<file path="config.mk">
export PLATFORM = sky130hd
export DESIGN_NAME = div_iter_flat
export DESIGN_NICKNAME = d
export VERILOG_FILES = /design/src/rtl/div_pkg.sv /design/src/rtl/div_iter_if.sv /design/src/rtl/div_lzc.sv /design/src/rtl/div_iter.sv /design/src/flat_wrapper.sv
export SDC_FILE = /design/constraint.sdc
export NUM_CORES = 1
export LEC_CHECK = 0
export CAP_MARGIN = 20
export CORE_MARGIN = 2
export CORE_UTILIZATION = 62
export CTS_CLUSTER_DIAMETER = 120
export DETAILED_ROUTE_END_ITERATION = 8
export PLACE_DENSITY_LB_ADDON = 0.2
export SKIP_CTS_REPAIR_TIMING = 1
export SLEW_MARGIN = 20
export SYNTH_ARGS = -nofsm -noshare
export SYNTH_HDL_FRONTEND = slang
export SYNTH_SLANG_ARGS = --single-unit
</file>
<file path="constraint.sdc">
create_clock -name clk -period 7.65 [get_ports clk]
set_input_delay 2.295 -clock clk [delete_from_list [all_inputs] [get_ports clk]]
set_output_delay 2.295 -clock clk [all_outputs]
set_load 0.02 [all_outputs]
</file>
<file path="src/rtl/div_pkg.sv">
// Shared types and constants for the iterative radix-2 divider.
package div_pkg;

  typedef logic [1:0] state_t;

  localparam state_t ST_IDLE = 2'd0;
  localparam state_t ST_CALC = 2'd1;
  localparam state_t ST_DONE = 2'd2;

  // Replicated to WIDTH bits to form the all-ones divide-by-zero quotient.
  localparam logic DBZ_QUOT_BIT = 1'b1;

  function automatic int cnt_w(input int width);
    return $clog2(width + 1);
  endfunction

endpackage

</file>
<file path="src/rtl/div_iter_if.sv">
// Operand/result handshake bundle between the EX stage and the divider.
interface div_iter_if #(
  parameter int WIDTH = 32
);
  logic             in_valid;
  logic             in_ready;
  logic [WIDTH-1:0] a;
  logic [WIDTH-1:0] b;
  logic             sign;
  logic             out_valid;
  logic             out_ready;
  logic [WIDTH-1:0] quot;
  logic [WIDTH-1:0] rem;
  logic             div_by_zero;

  modport master (
    output in_valid, a, b, sign, out_ready,
    input  in_ready, out_valid, quot, rem, div_by_zero
  );

  modport slave (
    input  in_valid, a, b, sign, out_ready,
    output in_ready, out_valid, quot, rem, div_by_zero
  );
endinterface

</file>
<file path="src/rtl/div_lzc.sv">
// Parametrised leading-zero counter; an all-zero input returns WIDTH.
module div_lzc #(
  parameter int WIDTH = 32,
  parameter int CNT_W = 6
) (
  input  logic [WIDTH-1:0] val_i,
  output logic [CNT_W-1:0] cnt_o
);

  logic found_s;

  // Scan from the MSB and stop counting at the first set bit
  always_comb begin
    cnt_o   = CNT_W'(WIDTH);
    found_s = 1'b0;
    for (int i = WIDTH - 1; i >= 0; i--) begin
      if (!found_s && val_i[i]) begin
        cnt_o   = CNT_W'(WIDTH - 1 - i);
        found_s = 1'b1;
      end else begin
        found_s = found_s;
      end
    end
  end

endmodule

</file>
<file path="src/rtl/div_iter.sv">
// Iterative radix-2 restoring divider, signed/unsigned, one quotient bit per cycle.
// Optional leading-zero skip of the dividend is enabled by defining DIV_SKIP_LZ_EN.
module div_iter
  import div_pkg::*;
#(
  parameter int WIDTH = 32
) (
  input  logic      clk,
  input  logic      rst_n,
  input  logic      flush,
  div_iter_if.slave bus
);

  localparam int CNT_W = cnt_w(WIDTH);

  state_t           state_q, state_d;
  logic [CNT_W-1:0] cnt_q, cnt_d;
  logic [WIDTH-1:0] a_q, a_d;
  logic [WIDTH:0]   babs_q, babs_d;
  logic             sign_q, sign_d;
  logic             bmsb_q, bmsb_d;
  logic             dbz_q, dbz_d;
  logic [WIDTH-1:0] rem_part_q, rem_part_d;
  logic [WIDTH-1:0] quot_part_q, quot_part_d;
  logic [WIDTH-1:0] quot_q, quot_d;
  logic [WIDTH-1:0] rem_q, rem_d;
  logic             div_by_zero_q, div_by_zero_d;

  logic             accept_s;
  logic             consume_s;
  logic [WIDTH-1:0] aabs_s;
  logic [WIDTH-1:0] babs_in_s;
  logic [WIDTH-1:0] aload_s;
  logic [CNT_W-1:0] cnt_load_s;
  logic [WIDTH:0]   partial_s;
  logic [WIDTH:0]   trial_s;

  assign bus.in_ready = rst_n & ~flush &
                        ((state_q == ST_IDLE) | ((state_q == ST_DONE) & bus.out_ready));
  assign accept_s     = bus.in_valid & bus.in_ready;
  assign consume_s    = bus.out_valid & bus.out_ready;

  assign aabs_s    = (bus.sign & bus.a[WIDTH-1]) ? -bus.a : bus.a;
  assign babs_in_s = (bus.sign & bus.b[WIDTH-1]) ? -bus.b : bus.b;

`ifdef DIV_SKIP_LZ_EN
  logic [CNT_W-1:0] lz_s;

  div_lzc #(.WIDTH(WIDTH), .CNT_W(CNT_W)) u_lzc (
    .val_i (aabs_s),
    .cnt_o (lz_s)
  );

  // Zero dividend still runs one iteration so the FSM path is unchanged.
  assign aload_s    = aabs_s << lz_s;
  assign cnt_load_s = (lz_s == CNT_W'(WIDTH)) ? CNT_W'(1) : (CNT_W'(WIDTH) - lz_s);
`else
  assign aload_s    = aabs_s;
  assign cnt_load_s = CNT_W'(WIDTH);
`endif

  // The modular WIDTH+1-bit difference has MSB clear exactly when partial >= |b|.
  assign partial_s = {rem_part_q, quot_part_q[WIDTH-1]};
  assign trial_s   = partial_s - babs_q;

  assign bus.out_valid   = (state_q == ST_DONE);
  assign bus.quot        = quot_q;
  assign bus.rem         = rem_q;
  assign bus.div_by_zero = div_by_zero_q;

  // Next-state and datapath update
  always_comb begin
    state_d       = state_q;
    cnt_d         = cnt_q;
    a_d           = a_q;
    babs_d        = babs_q;
    sign_d        = sign_q;
    bmsb_d        = bmsb_q;
    dbz_d         = dbz_q;
    rem_part_d    = rem_part_q;
    quot_part_d   = quot_part_q;
    quot_d        = quot_q;
    rem_d         = rem_q;
    div_by_zero_d = div_by_zero_q;

    if (flush) begin
      state_d = ST_IDLE;
    end else begin
      case (state_q)
        ST_IDLE: state_d = ST_IDLE;
        ST_CALC: begin
          if (dbz_q) begin
            quot_d        = {WIDTH{DBZ_QUOT_BIT}};
            rem_d         = a_q;
            div_by_zero_d = 1'b1;
            state_d       = ST_DONE;
          end else if (cnt_q != CNT_W'(0)) begin
            if (!trial_s[WIDTH]) begin
              rem_part_d  = trial_s[WIDTH-1:0];
              quot_part_d = {quot_part_q[WIDTH-2:0], 1'b1};
            end else begin
              rem_part_d  = partial_s[WIDTH-1:0];
              quot_part_d = {quot_part_q[WIDTH-2:0], 1'b0};
            end
            cnt_d = cnt_q - CNT_W'(1);
          end else begin
            quot_d        = (sign_q & (a_q[WIDTH-1] ^ bmsb_q)) ? -quot_part_q : quot_part_q;
            rem_d         = (sign_q & a_q[WIDTH-1]) ? -rem_part_q : rem_part_q;
            div_by_zero_d = 1'b0;
            state_d       = ST_DONE;
          end
        end
        ST_DONE: begin
          if (consume_s) begin
            state_d = ST_IDLE;
          end else begin
            state_d = ST_DONE;
          end
        end
        default: state_d = ST_IDLE;
      endcase

      if (accept_s) begin
        a_d         = bus.a;
        sign_d      = bus.sign;
        bmsb_d      = bus.b[WIDTH-1];
        babs_d      = {1'b0, babs_in_s};
        dbz_d       = (bus.b == '0);
        rem_part_d  = '0;
        quot_part_d = aload_s;
        cnt_d       = cnt_load_s;
        state_d     = ST_CALC;
      end else begin
        state_d = state_d;
      end
    end
  end

  // State and datapath registers
  always_ff @(posedge clk or negedge rst_n) begin
    if (!rst_n) begin
      state_q       <= ST_IDLE;
      cnt_q         <= '0;
      a_q           <= '0;
      babs_q        <= '0;
      sign_q        <= 1'b0;
      bmsb_q        <= 1'b0;
      dbz_q         <= 1'b0;
      rem_part_q    <= '0;
      quot_part_q   <= '0;
      quot_q        <= '0;
      rem_q         <= '0;
      div_by_zero_q <= 1'b0;
    end else begin
      state_q       <= state_d;
      cnt_q         <= cnt_d;
      a_q           <= a_d;
      babs_q        <= babs_d;
      sign_q        <= sign_d;
      bmsb_q        <= bmsb_d;
      dbz_q         <= dbz_d;
      rem_part_q    <= rem_part_d;
      quot_part_q   <= quot_part_d;
      quot_q        <= quot_d;
      rem_q         <= rem_d;
      div_by_zero_q <= div_by_zero_d;
    end
  end

endmodule

</file>
<file path="src/flat_wrapper.sv">
// flat-port wrapper written by rule: the top's interface ports become plain ports
module div_iter_flat import div_pkg::*;
#(
  parameter int WIDTH = 32
)
  (clk, rst_n, flush, bus_in_valid, bus_a, bus_b, bus_sign, bus_out_ready, bus_in_ready, bus_out_valid, bus_quot, bus_rem, bus_div_by_zero);
  div_iter_if #(.WIDTH(WIDTH)) bus_i ();
  input  logic clk;
  input  logic rst_n;
  input  logic flush;
  input wire logic [$bits(bus_i.in_valid)-1:0] bus_in_valid;
  input wire logic [$bits(bus_i.a)-1:0] bus_a;
  input wire logic [$bits(bus_i.b)-1:0] bus_b;
  input wire logic [$bits(bus_i.sign)-1:0] bus_sign;
  input wire logic [$bits(bus_i.out_ready)-1:0] bus_out_ready;
  output wire logic [$bits(bus_i.in_ready)-1:0] bus_in_ready;
  output wire logic [$bits(bus_i.out_valid)-1:0] bus_out_valid;
  output wire logic [$bits(bus_i.quot)-1:0] bus_quot;
  output wire logic [$bits(bus_i.rem)-1:0] bus_rem;
  output wire logic [$bits(bus_i.div_by_zero)-1:0] bus_div_by_zero;
  assign bus_i.in_valid = bus_in_valid;
  assign bus_i.a = bus_a;
  assign bus_i.b = bus_b;
  assign bus_i.sign = bus_sign;
  assign bus_i.out_ready = bus_out_ready;
  assign bus_in_ready = bus_i.in_ready;
  assign bus_out_valid = bus_i.out_valid;
  assign bus_quot = bus_i.quot;
  assign bus_rem = bus_i.rem;
  assign bus_div_by_zero = bus_i.div_by_zero;
  div_iter #(.WIDTH(WIDTH)) u_core (.clk(clk), .rst_n(rst_n), .flush(flush), .bus(bus_i));
endmodule
</file>
==> run metrics <==
RSZ-0062 raised after global routing=false; Starting Density=0.635; htree depth=1; Yosys cell types=69; Seq pwr share=0.316; initial antenna violation count=1; synthesized flop and latch total=204; Synth Net Count=approximately 1,700; Sw Pwr=roughly 2100 uW; Mean Syn Cell Area=~8 um^2; clock share of power=0.217; cell row count=52; crit-path max FO=3; Logic pwr share=0.466; Post-synth EDFFs=0; All-Layer GR Usage=0.305; hold_sp=u_core.bus.quot[0]; Simple-Gate Fraction of Synth Area=0.197; core footprint=20,400 um^2; Top FF cell, synth=dfrtp_1; grt ovf=0; Hold EP=u_core.bus.quot[0]; CP max-delay cell=clkdlybuf4s50_1; Synth Area in Adders=0.0412; multiplexer area fraction after synthesis=0.0194; DR pass1 iterations=5; Max-slew headroom=0.348; CP dominant cell by count=clkdlybuf4s50_1; routed via count=11,700; die area=around 22,000 um^2; worst path bufs/invs=2; Max Freq=about 0.16 GHz; slew of the pin with the lowest slew margin=975 ps; Via-to-Cell Ratio=5.95; Synth Area in Compound Gates=0.200; HPWL Detailed=roughly 24 mm; fin crit share=0.823; Die W=148 um; Inserted Clock Buffers=23; IO buf count=between 100 and 150; io pins=137; worst r2r dst=u_core.rem_part_q[18]; path depth of the worst reg2reg path=13; post-layout util=0.745; Syn Inst Count=1,595; Layout area overhead=17.3%; skew final=14.6 ps; routed length per instance=17.0 um; CP cell instances=clkdlybuf4s50_1 -> a21oi_1 -> nor3b_1 -> clkdlybuf4s50_1; root buf cell=clkbuf_16; largest net degree at the start of global routing=98; required time worst endpoint=5360 ps; combinational family with the most area after synthesis=compound AO/OA/AOI/OAI gates; Clock Latency Late Sink=510 ps; crit end category=primary output; CTS tree=yes; Ys Warns=0; critical path startpoint category=input pin; IR drop worst, VDD=roughly 0.18 mV; 1st-iter DRT viols=774; delay-heaviest family, CP=buffers and inverters; reg2reg start=u_core.quot_part_q[31]; Cell Int Power=a little over 3000 uW; Setup violations, final=0; final setup TNS=0 ps; hold depth=2; Clock Tree Buf Depth=3; nets@finish=1,790; ys async rst share=1.00; flop2flop setup slack=approximately 3600 ps; Setup crit start=bus_out_ready; count of antenna-violating nets left after detailed routing=0; Post-route DRC=0; final wirelength=33.4 mm; Seq/Total Area, Yosys=0.395; gpl congestion=about 0.94; Fin. Hold Viols=0; Max stage delay on crit path=710 ps; antenna diode count=0; Pwr per Cell Area=341 nW/um^2; number of max-cap violations=0; Pins Over Slew Limit=0; most common cell after layout, fill and taps aside=nand2_1; outcome=finished clean; post-synthesis instance area=12,900 um^2; most frequent cells in the layout=288 x nand2_1, 203 x dfrtp_1, 156 x a21oi_1; Sw Share=0.411; first-pass GRT wire length=between 50 and 60 mm; CTS sink count=between 200 and 250; min cycle time layout=roughly 6300 ps; Hold Path Class=register to register; die height=148 um; share of cells above drive strength 1=0.0449; clk slew on worst S/H paths=around 60 ps; leakage power=around 0.0068 uW; vias in the first global route=11,200; Synth Area in XOR/XNOR=0.102; Crit Path Class=input pin to primary output; Worst Path Arrival=4000 ps
==> area by class of cell <==
class	instances	area, um^2
inverter	62	233
fill	1581	5190
tap	270	338
sequential	204	5110
clock buffer	28	644
timing repair buffer	147	1450
clock inverter	13	130
multi-input combinational	1240	7270
==> cell families after synthesis <==
group	Yosys count
muxes	25
DFF	204
xor gates and xnor gates	150
buffers and inverters	151
and+or+nand+nor	585
adders and majority gates	42
AOI/OAI and AO/OA	438
==> worst reg2reg max path, stage by stage (launching register included) <==
cell      delay, ps
dfrtp_1         540
inv_1           100
ha_1            230
fa_1            390
nand2b_1        200
a21oi_2         190
o211ai_2        180
a22oi_2         280
a21oi_2         150
o41ai_4         660
xnor2_4         170
buf_4           440
mux2i_1         310
a21oi_1          90
==> registers in the layout (all words and copies together), names as in the netlist <==
register	flops
u_core.a_q	32
u_core.babs_q	32
u_core.bus.quot	32
u_core.bus.rem	32
u_core.quot_part_q	32
u_core.rem_part_q	32
u_core.cnt_q	6
u_core.state_q	2
u_core.bmsb_q	1
u_core.bus.div_by_zero	1
u_core.dbz_q	1
u_core.sign_q	1
==> synth_stat cells (10+ instances only) <==
library cell | instances | area share
a21o_1 | 16 | 0.0093
a21oi_1 | 156 | 0.060
a31oi_1 | 43 | 0.021
and3_1 | 11 | 0.0053
clkbuf_1 | 73 | 0.021
dfrtp_1 | 204 | 0.39
ha_1 | 41 | 0.040
inv_1 | 62 | 0.018
mux2i_1 | 25 | 0.019
nand2_1 | 290 | 0.084
nand2b_1 | 10 | 0.0048
nand3_1 | 24 | 0.0093
nor2_1 | 152 | 0.044
nor3_1 | 21 | 0.0081
nor4_1 | 14 | 0.0068
o21ai_0 | 127 | 0.049
o21ai_1 | 11 | 0.0043
o31ai_1 | 25 | 0.015
or3_1 | 15 | 0.0073
xnor2_1 | 74 | 0.050
xor2_1 | 75 | 0.051
==> stage by stage <==
step	total power, uW	hold WS, ps	std cells	cell area (um^2)	setup WS (ps)
3_5_place_dp	4020	464	1923	14400	1370
3_3_place_gp	3970	454	1923	14400	1400
5_1_grt	5530	491	1964	15200	1300
2_1_floorplan	3350	445	1595	12900	2390
6_report	5180	476	1964	15200	1360
4_1_cts	5160	481	1964	15200	1370
==> how the worst max path moves through the flow <==
stage,endpoint,slack (ps),depth (start not counted)
after floorplan,bus_in_ready,2390,2
after global placement,bus_in_ready,1400,4
after detailed placement,bus_in_ready,1370,4
after CTS,bus_in_ready,1370,4
after global routing,bus_in_ready,1300,4
final,bus_in_ready,1360,4
==> power groups by stage <==
stage                     registers (uW)  clock network, uW  logic, uW
after floorplan                     1640                  0       1710
after global placement              1630                  0       2340
after detailed placement            1650                  0       2380
after CTS                           1630               1130       2400
after global routing                1670               1180       2680
final                               1640               1120       2410
==> per-layer routing <==
metal / vias up / part of all wire / GRT usage
met3: 81 / 0.058 / 0.0402
met1: 5509 / 0.43 / 0.406
met2: 421 / 0.49 / 0.519
met5: - / 0 / 0
met4: 0 / 0.028 / 0.0976
li1: 5676 / - / -
No activity file was read; power rests on OpenSTA's default activity.
